$ cat src/rtl/client_tx_arb_pkg.sv
// Shared definitions for the client TX arbiter and the client blocks that talk to it.
// Contents:
//   ST_* constants   FSM state encoding (IDLE=0, REQ=1, WAIT=2, XMIT=3)
//   arb_state_e      typed enum built on those constants
//   JUMBO_DW_DEFAULT default frame-length width (14 = jumbo frames)
//   idx_width()      index width for an n-entry client vector, never below 1
package client_tx_arb_pkg;

  localparam logic [1:0] ST_IDLE = 2'd0;
  localparam logic [1:0] ST_REQ  = 2'd1;
  localparam logic [1:0] ST_WAIT = 2'd2;
  localparam logic [1:0] ST_XMIT = 2'd3;

  localparam int unsigned JUMBO_DW_DEFAULT = 14;

  typedef enum logic [1:0] {
    StIdle = ST_IDLE,
    StReq  = ST_REQ,
    StWait = ST_WAIT,
    StXmit = ST_XMIT
  } arb_state_e;

  function automatic int unsigned idx_width(input int unsigned n);
    return (n > 1) ? $clog2(n) : 1;
  endfunction

endpackage

$ cat src/rtl/client_tx_arb_rr_pick.sv
// Combinational cyclic priority encoder.
// Ports:
//   req  in   n_clients  request vector
//   rr   in   IdxW       pointer: the search starts at this index and wraps
//   idx  out  IdxW       first asserted index at or after rr (cyclic), 0 when none
//   any  out  1          at least one request asserted
module client_tx_arb_rr_pick
  import client_tx_arb_pkg::*;
#(
  parameter int unsigned n_clients = 4,
  parameter int unsigned IdxW      = idx_width(n_clients)
) (
  input  logic [n_clients-1:0] req,
  input  logic [IdxW-1:0]      rr,
  output logic [IdxW-1:0]      idx,
  output logic                 any
);

  logic [IdxW-1:0] cand;
  int              pos;

  // Walk offsets from farthest to nearest so the nearest requester overwrites.
  always_comb begin
    idx  = '0;
    any  = |req;
    cand = '0;
    pos  = 0;
    for (int k = int'(n_clients) - 1; k >= 0; k--) begin
      pos  = (int'(rr) + k) % int'(n_clients);
      cand = IdxW'(pos);
      if (req[cand]) idx = cand;
    end
  end

endmodule

$ cat src/rtl/client_tx_arb.sv
// Round-robin arbiter/multiplexer between n_clients Ethernet TX clients and one downstream TX
// port using the same req/ack/strobe/length/data protocol, so arbiters can be cascaded.
// Ports:
//   clk, rst     TX-domain clock, synchronous active-high reset
//   c_req        per-client frame request, held until ack
//   c_length     per-client frame length, client i at [i*jumbo_dw +: jumbo_dw]
//   c_data       per-client data byte, client i at [i*8 +: 8]
//   c_ack        per-client grant pulse (forwarded downstream ack)
//   c_strobe     per-client warn/data strobe (forwarded downstream strobe)
//   req          request to downstream port
//   ack, strobe  downstream grant pulse and warn/data strobe
//   length       length of the granted frame
//   data_out     selected client's data, 0 while strobe is low
//   len_err      sticky: strobe count of a frame differed from its length
//   tmo_err      sticky: ack->strobe watchdog expired
//   frame_cnt    completed frames, wrapping
module client_tx_arb
  import client_tx_arb_pkg::*;
#(
  parameter int unsigned n_clients = 4,
  parameter int unsigned jumbo_dw  = JUMBO_DW_DEFAULT,
  parameter int unsigned tmo_w     = 16
) (
  input  logic                          clk,
  input  logic                          rst,
  input  logic [n_clients-1:0]          c_req,
  input  logic [n_clients*jumbo_dw-1:0] c_length,
  input  logic [n_clients*8-1:0]        c_data,
  output logic [n_clients-1:0]          c_ack,
  output logic [n_clients-1:0]          c_strobe,
  output logic                          req,
  input  logic                          ack,
  input  logic                          strobe,
  output logic [jumbo_dw-1:0]           length,
  output logic [7:0]                    data_out,
  output logic                          len_err,
  output logic                          tmo_err,
  output logic [15:0]                   frame_cnt
);

  localparam int unsigned IdxW = idx_width(n_clients);
  localparam int unsigned CntW = jumbo_dw + 1;

  arb_state_e       st_q;
  logic [IdxW-1:0]  sel_q;
  logic [IdxW-1:0]  rr_q;
  logic [tmo_w-1:0] wdog_q;
  logic [CntW-1:0]  scnt_q;

  logic [IdxW-1:0]     pick_idx;
  logic                pick_any;
  logic [IdxW-1:0]     rr_next;
  logic [jumbo_dw-1:0] len_arr  [n_clients];
  logic [7:0]          data_arr [n_clients];

  for (genvar i = 0; i < n_clients; i++) begin : g_unpack
    assign len_arr[i]  = c_length[i*jumbo_dw +: jumbo_dw];
    assign data_arr[i] = c_data[i*8 +: 8];
  end

  client_tx_arb_rr_pick #(
    .n_clients (n_clients),
    .IdxW      (IdxW)
  ) u_rr_pick (
    .req (c_req),
    .rr  (rr_q),
    .idx (pick_idx),
    .any (pick_any)
  );

  // The client just served becomes lowest priority.
  assign rr_next = (sel_q == IdxW'(n_clients - 1)) ? '0 : sel_q + IdxW'(1);

  // Grant and strobe are forwarded combinationally so the client sees them in the same cycle
  // as the downstream port; WAIT is included because the first strobe cycle arrives there.
  always_comb begin
    c_ack    = '0;
    c_strobe = '0;
    data_out = '0;
    if (st_q == StReq) c_ack[sel_q] = ack;
    if (st_q == StWait || st_q == StXmit) begin
      c_strobe[sel_q] = strobe;
      if (strobe) data_out = data_arr[sel_q];
    end
  end

  always_ff @(posedge clk) begin
    if (rst) begin
      st_q      <= StIdle;
      sel_q     <= '0;
      rr_q      <= '0;
      wdog_q    <= '0;
      scnt_q    <= '0;
      req       <= 1'b0;
      length    <= '0;
      len_err   <= 1'b0;
      tmo_err   <= 1'b0;
      frame_cnt <= '0;
    end else begin
      case (st_q)
        StIdle: begin
          if (pick_any) begin
            sel_q  <= pick_idx;
            length <= len_arr[pick_idx];
            req    <= 1'b1;
            st_q   <= StReq;
          end
        end
        StReq: begin
          // Ack beats a simultaneous withdrawal.
          if (ack) begin
            req    <= 1'b0;
            rr_q   <= rr_next;
            wdog_q <= '0;
            st_q   <= StWait;
          end else if (!c_req[sel_q]) begin
            req  <= 1'b0;
            st_q <= StIdle;
          end
        end
        StWait: begin
          if (strobe) begin
            scnt_q <= CntW'(1);
            st_q   <= StXmit;
          end else if (&(wdog_q + tmo_w'(1))) begin
            // Expires on the (2**tmo_w - 1)th strobe-less cycle after ack.
            tmo_err <= 1'b1;
            st_q    <= StIdle;
          end else begin
            wdog_q <= wdog_q + tmo_w'(1);
          end
        end
        StXmit: begin
          if (strobe) begin
            // Saturate so an overlong frame can never wrap back onto a matching count.
            if (scnt_q != '1) scnt_q <= scnt_q + CntW'(1);
          end else begin
            if (scnt_q != {1'b0, length}) len_err <= 1'b1;
            frame_cnt <= frame_cnt + 16'(1);
            st_q      <= StIdle;
          end
        end
        default: st_q <= StIdle;
      endcase
    end
  end

endmodule

$ cat config.mk
export PLATFORM = sky130hd
export DESIGN_NAME = client_tx_arb
export DESIGN_NICKNAME = d
export VERILOG_FILES = /design/src/rtl/client_tx_arb_pkg.sv /design/src/rtl/client_tx_arb_rr_pick.sv /design/src/rtl/client_tx_arb.sv
export SDC_FILE = /design/constraint.sdc
export NUM_CORES = 1
export LEC_CHECK = 0
export ABC_AREA = 1
export CORE_ASPECT_RATIO = 0.8
export CORE_MARGIN = 5
export CORE_UTILIZATION = 45
export DETAILED_ROUTE_END_ITERATION = 8
export PLACE_DENSITY = 0.87
export SYNTH_ARGS = -nofsm -noshare
export SYNTH_HDL_FRONTEND = slang
export SYNTH_SLANG_ARGS = --single-unit
$ cat constraint.sdc
create_clock -name clk -period 2.8 [get_ports clk]
set_clock_uncertainty 0.15 [all_clocks]
set_input_delay 0.56 -clock clk [delete_from_list [all_inputs] [get_ports clk]]
set_output_delay 0.56 -clock clk [all_outputs]
set_load 0.02 [all_outputs]
==> impl_metrics.yaml <==
clock_network:
  cts-root-buf: "clkbuf_16"
  cts.sinks: 70
  htree_num_levels: 3
  cts_tree: "done"
  post_cts_buffers: 0
  clockBufferDepth: 2
  clkLatencyLatePin_ns: 0.34
  cts_buffers: 9
  hold_buffers: 0
  clk_pin_slew_ns: 0.06
synth:
  synth.cell_area_um2: 4850
  synth.distinct_cells: 36
  synth-seq-cells: 70
  avgSynthCellArea_um2: 5.929
  yosysWarnings: 0
  synthCells: 818
  synth_fp_nets: 922
  synth_seq_area_share_pct: 28.90
placement:
  place_ws_ns: -0.1239
  numPortBuffers: 144
  place_hpwl_mm: 10.77
  gp_congestion: 0.9013
hold_path:
  hold_path_class: "reg2reg"
  worstHoldEndpoint: "tmo_err"
  min-delay-start: "tmo_err"
  hold_depth: 2
grt:
  antenna_found_initial: 0
  grt_pass1_vias: 5016
  grt_overflow: 0
  grt_first_pass_wirelength_mm: 23.60
  grt_max_degree: 41
  track_usage_pct: 21.84
floorplan:
  die_w_um: 126.1
  die_area_um2: 12970
  row_count: 33
  fp.dieH_um: 102.9
  start_util_pct: 46.61
  io_pins: 145
  core_area_um2: 10410
setup_path:
  r2r_setup_slack_ns: 0.35
  critical_path_class: "reg2out"
  ff2ff_path_depth: 14
  critPathArrivalTime_ns: 2.00
  start_kind: "register"
  r2r_start: "wdog_q[1]"
  cp_max_fo: 5
  setup.worst_path.end_class: "output pin"
  r2r-end: "wdog_q[14]"
  crit_required_ns: 2.09
power_and_ir_drop:
  ir_drop_mv: 0.4137
  p_sw_share_pct: 39.72
  power_frac_comb_pct: 42.3
  p_leak_nw: 3.244
  switching_power_w: 0.001729
  p_total_w: 0.004353
  seq_power_share_pct: 30.6
  pwr-share-clk_pct: 27.1
  power.density_nw_per_um2: 635.3
  power.internal_w: 0.002624
timing:
  fin_crit_ns: 2.711
  finalSetupViolCount: 0
  slew_headroom_pct: 58.66
  fin_crit_sh_pct: 96.81
  maxSlewViolCount: 0
  tightest_slew_ns: 0.6179
  hold_viol_final: 0
  setup_ws_ns: 0.08943
  rsz0062_at_grt: "false"
  fmax_mhz: 368.9
final_layout:
  nets: 1076
  final_cell_mix: "nand2_1, inv_1, clkdlybuf4s50_1"
  area_growth_pct: 41.31
  drive_gt1_share_pct: 7.881
  antenna_cells: 0
  final_common_cell: "nand2_1"
drt:
  drc_errors: 0
  ant_nets: 0
  wl_mm: 14.26
  vias: 5553
  drt_iter0_drc: 391
  via_per_inst: 4.971
  wire_per_inst_um: 12.76
  firstDrtPassIters: 5
status:
  status: "completed"
run:
  drv_cap: 0
==> critical path, stage by stage (launching register included) <==
cell and delay (ns):
dfxtp_1 0.41, inv_2 0.09, nor2_1 0.21, nand2_1 0.17, nor2_1 0.15, clkdlybuf4s50_1 0.63
==> state kept, by name (all words and copies together), names as in the netlist <==
name       count
wdog_q        16
req            1
length        14
st_q           2
rr_q           2
scnt_q        15
sel_q          2
frame_cnt     16
tmo_err        1
len_err        1
==> logic make-up after synthesis <==
group,count (synthesis),synth area share [%]
AO/OA/AOI/OAI,110,12.46
buffers and inverters,168,13.78
adder cells (fa/ha/maj),8,2.064
XOR/XNOR,15,2.709
AND/OR/NAND/NOR,447,40.09
flip-flops,70,28.90
==> routing by layer <==
metal | wire, µm | up-vias | part of all wire (%) | track usage, %
met5 | 0 | - | 0 | 0
met4 | 208 | 0 | 1.5 | 5.276
met3 | 1203 | 17 | 8.4 | 5.697
met2 | 6281 | 233 | 44 | 36.21
met1 | 6562 | 2416 | 46 | 28.81
li1 | - | 2887 | - | -
==> how the worst max path moves through the flow <==
stage,startpoint,endpoint,slack (ns),depth (start not counted)
global placement,strobe,data_out[2],-0.10,4
detailed placement,strobe,data_out[2],-0.12,4
finish,st_q[0],c_ack[3],0.09,5
global route,st_q[0],c_ack[3],0.002,5
floorplan,sel_q[0],data_out[0],0.20,6
CTS,ack,c_ack[1],0.06,4
==> per-stage QoR <==
| step | hold slack, ns | instances | utilization, % | TNS, ns | area [µm²] |
|---|---|---|---|---|---|
| floorplan | 0.3015 | 818 | - | 0 | 4850 |
| global placement | 0.2905 | 1100 | 62.83 | -0.9739 | 6538 |
| detailed placement | 0.3183 | 1100 | 62.83 | -1.273 | 6538 |
| CTS | 0.3274 | 1116 | 65.70 | 0 | 6837 |
| global route | 0.3550 | 1117 | 65.86 | 0 | 6853 |
| finish | 0.3161 | 1117 | 65.86 | 0 | 6853 |
==> layout make-up <==
type | count | area [µm²]
timing repair buffer | 167 | 1635
clock buffer | 9 | 225.2
clock inverter | 7 | 82.58
timing repair inverter | 1 | 5.005
inverter | 143 | 540.5
tap | 140 | 175.2
multi-input combinational | 580 | 2788
sequential | 70 | 1401
fill | 911 | 3552
==> synth_stat cells <==
library cell	instances	share of area, %
o21ai_2	1	0.18
o21ai_0	25	2.6
or2_2	2	0.26
a211oi_1	2	0.31
nand4_1	9	1.2
buf_4	1	0.15
nor2_2	13	1.7
buf_1	3	0.23
nor4_4	1	0.44
buf_6	2	0.46
inv_2	7	0.54
nor2_1	87	6.7
ha_1	8	2.1
xor2_1	15	2.7
nand2_4	2	0.46
a21oi_1	58	6.0
nand2_1	225	17
o21ai_1	8	0.83
dfxtp_1	70	29
clkinv_1	1	0.077
nor3_2	1	0.21
nor2_4	1	0.23
nand3_1	79	8.2
nor3_1	12	1.2
o21bai_1	2	0.31
clkbuf_1	12	0.93
a31oi_1	4	0.52
buf_8	1	0.31
nor4_1	5	0.64
a221oi_1	8	1.4
nand3_2	1	0.21
nand3b_1	4	0.62
inv_1	135	10
o21a_1	2	0.31
buf_2	6	0.62
nand2_2	5	0.64
==> power by group through the flow <==
stage | Sequential (W) | Clock (W) | Combinational (W)
finish | 0.00133 | 0.00118 | 0.00184
global route | 0.00136 | 0.00123 | 0.00206
CTS | 0.00133 | 0.00119 | 0.00183
detailed placement | 0.00134 | 0 | 0.00182
global placement | 0.00134 | 0 | 0.00180
floorplan | 0.00139 | 0 | 0.00113
==> what timing repair did <==
item / CTS / global route
gates resized for setup: 14 / 4
endpoints found under the setup margin: 14 / 3
cloned: 0 / 1
Note: power is estimated with default switching activity, not from simulation.
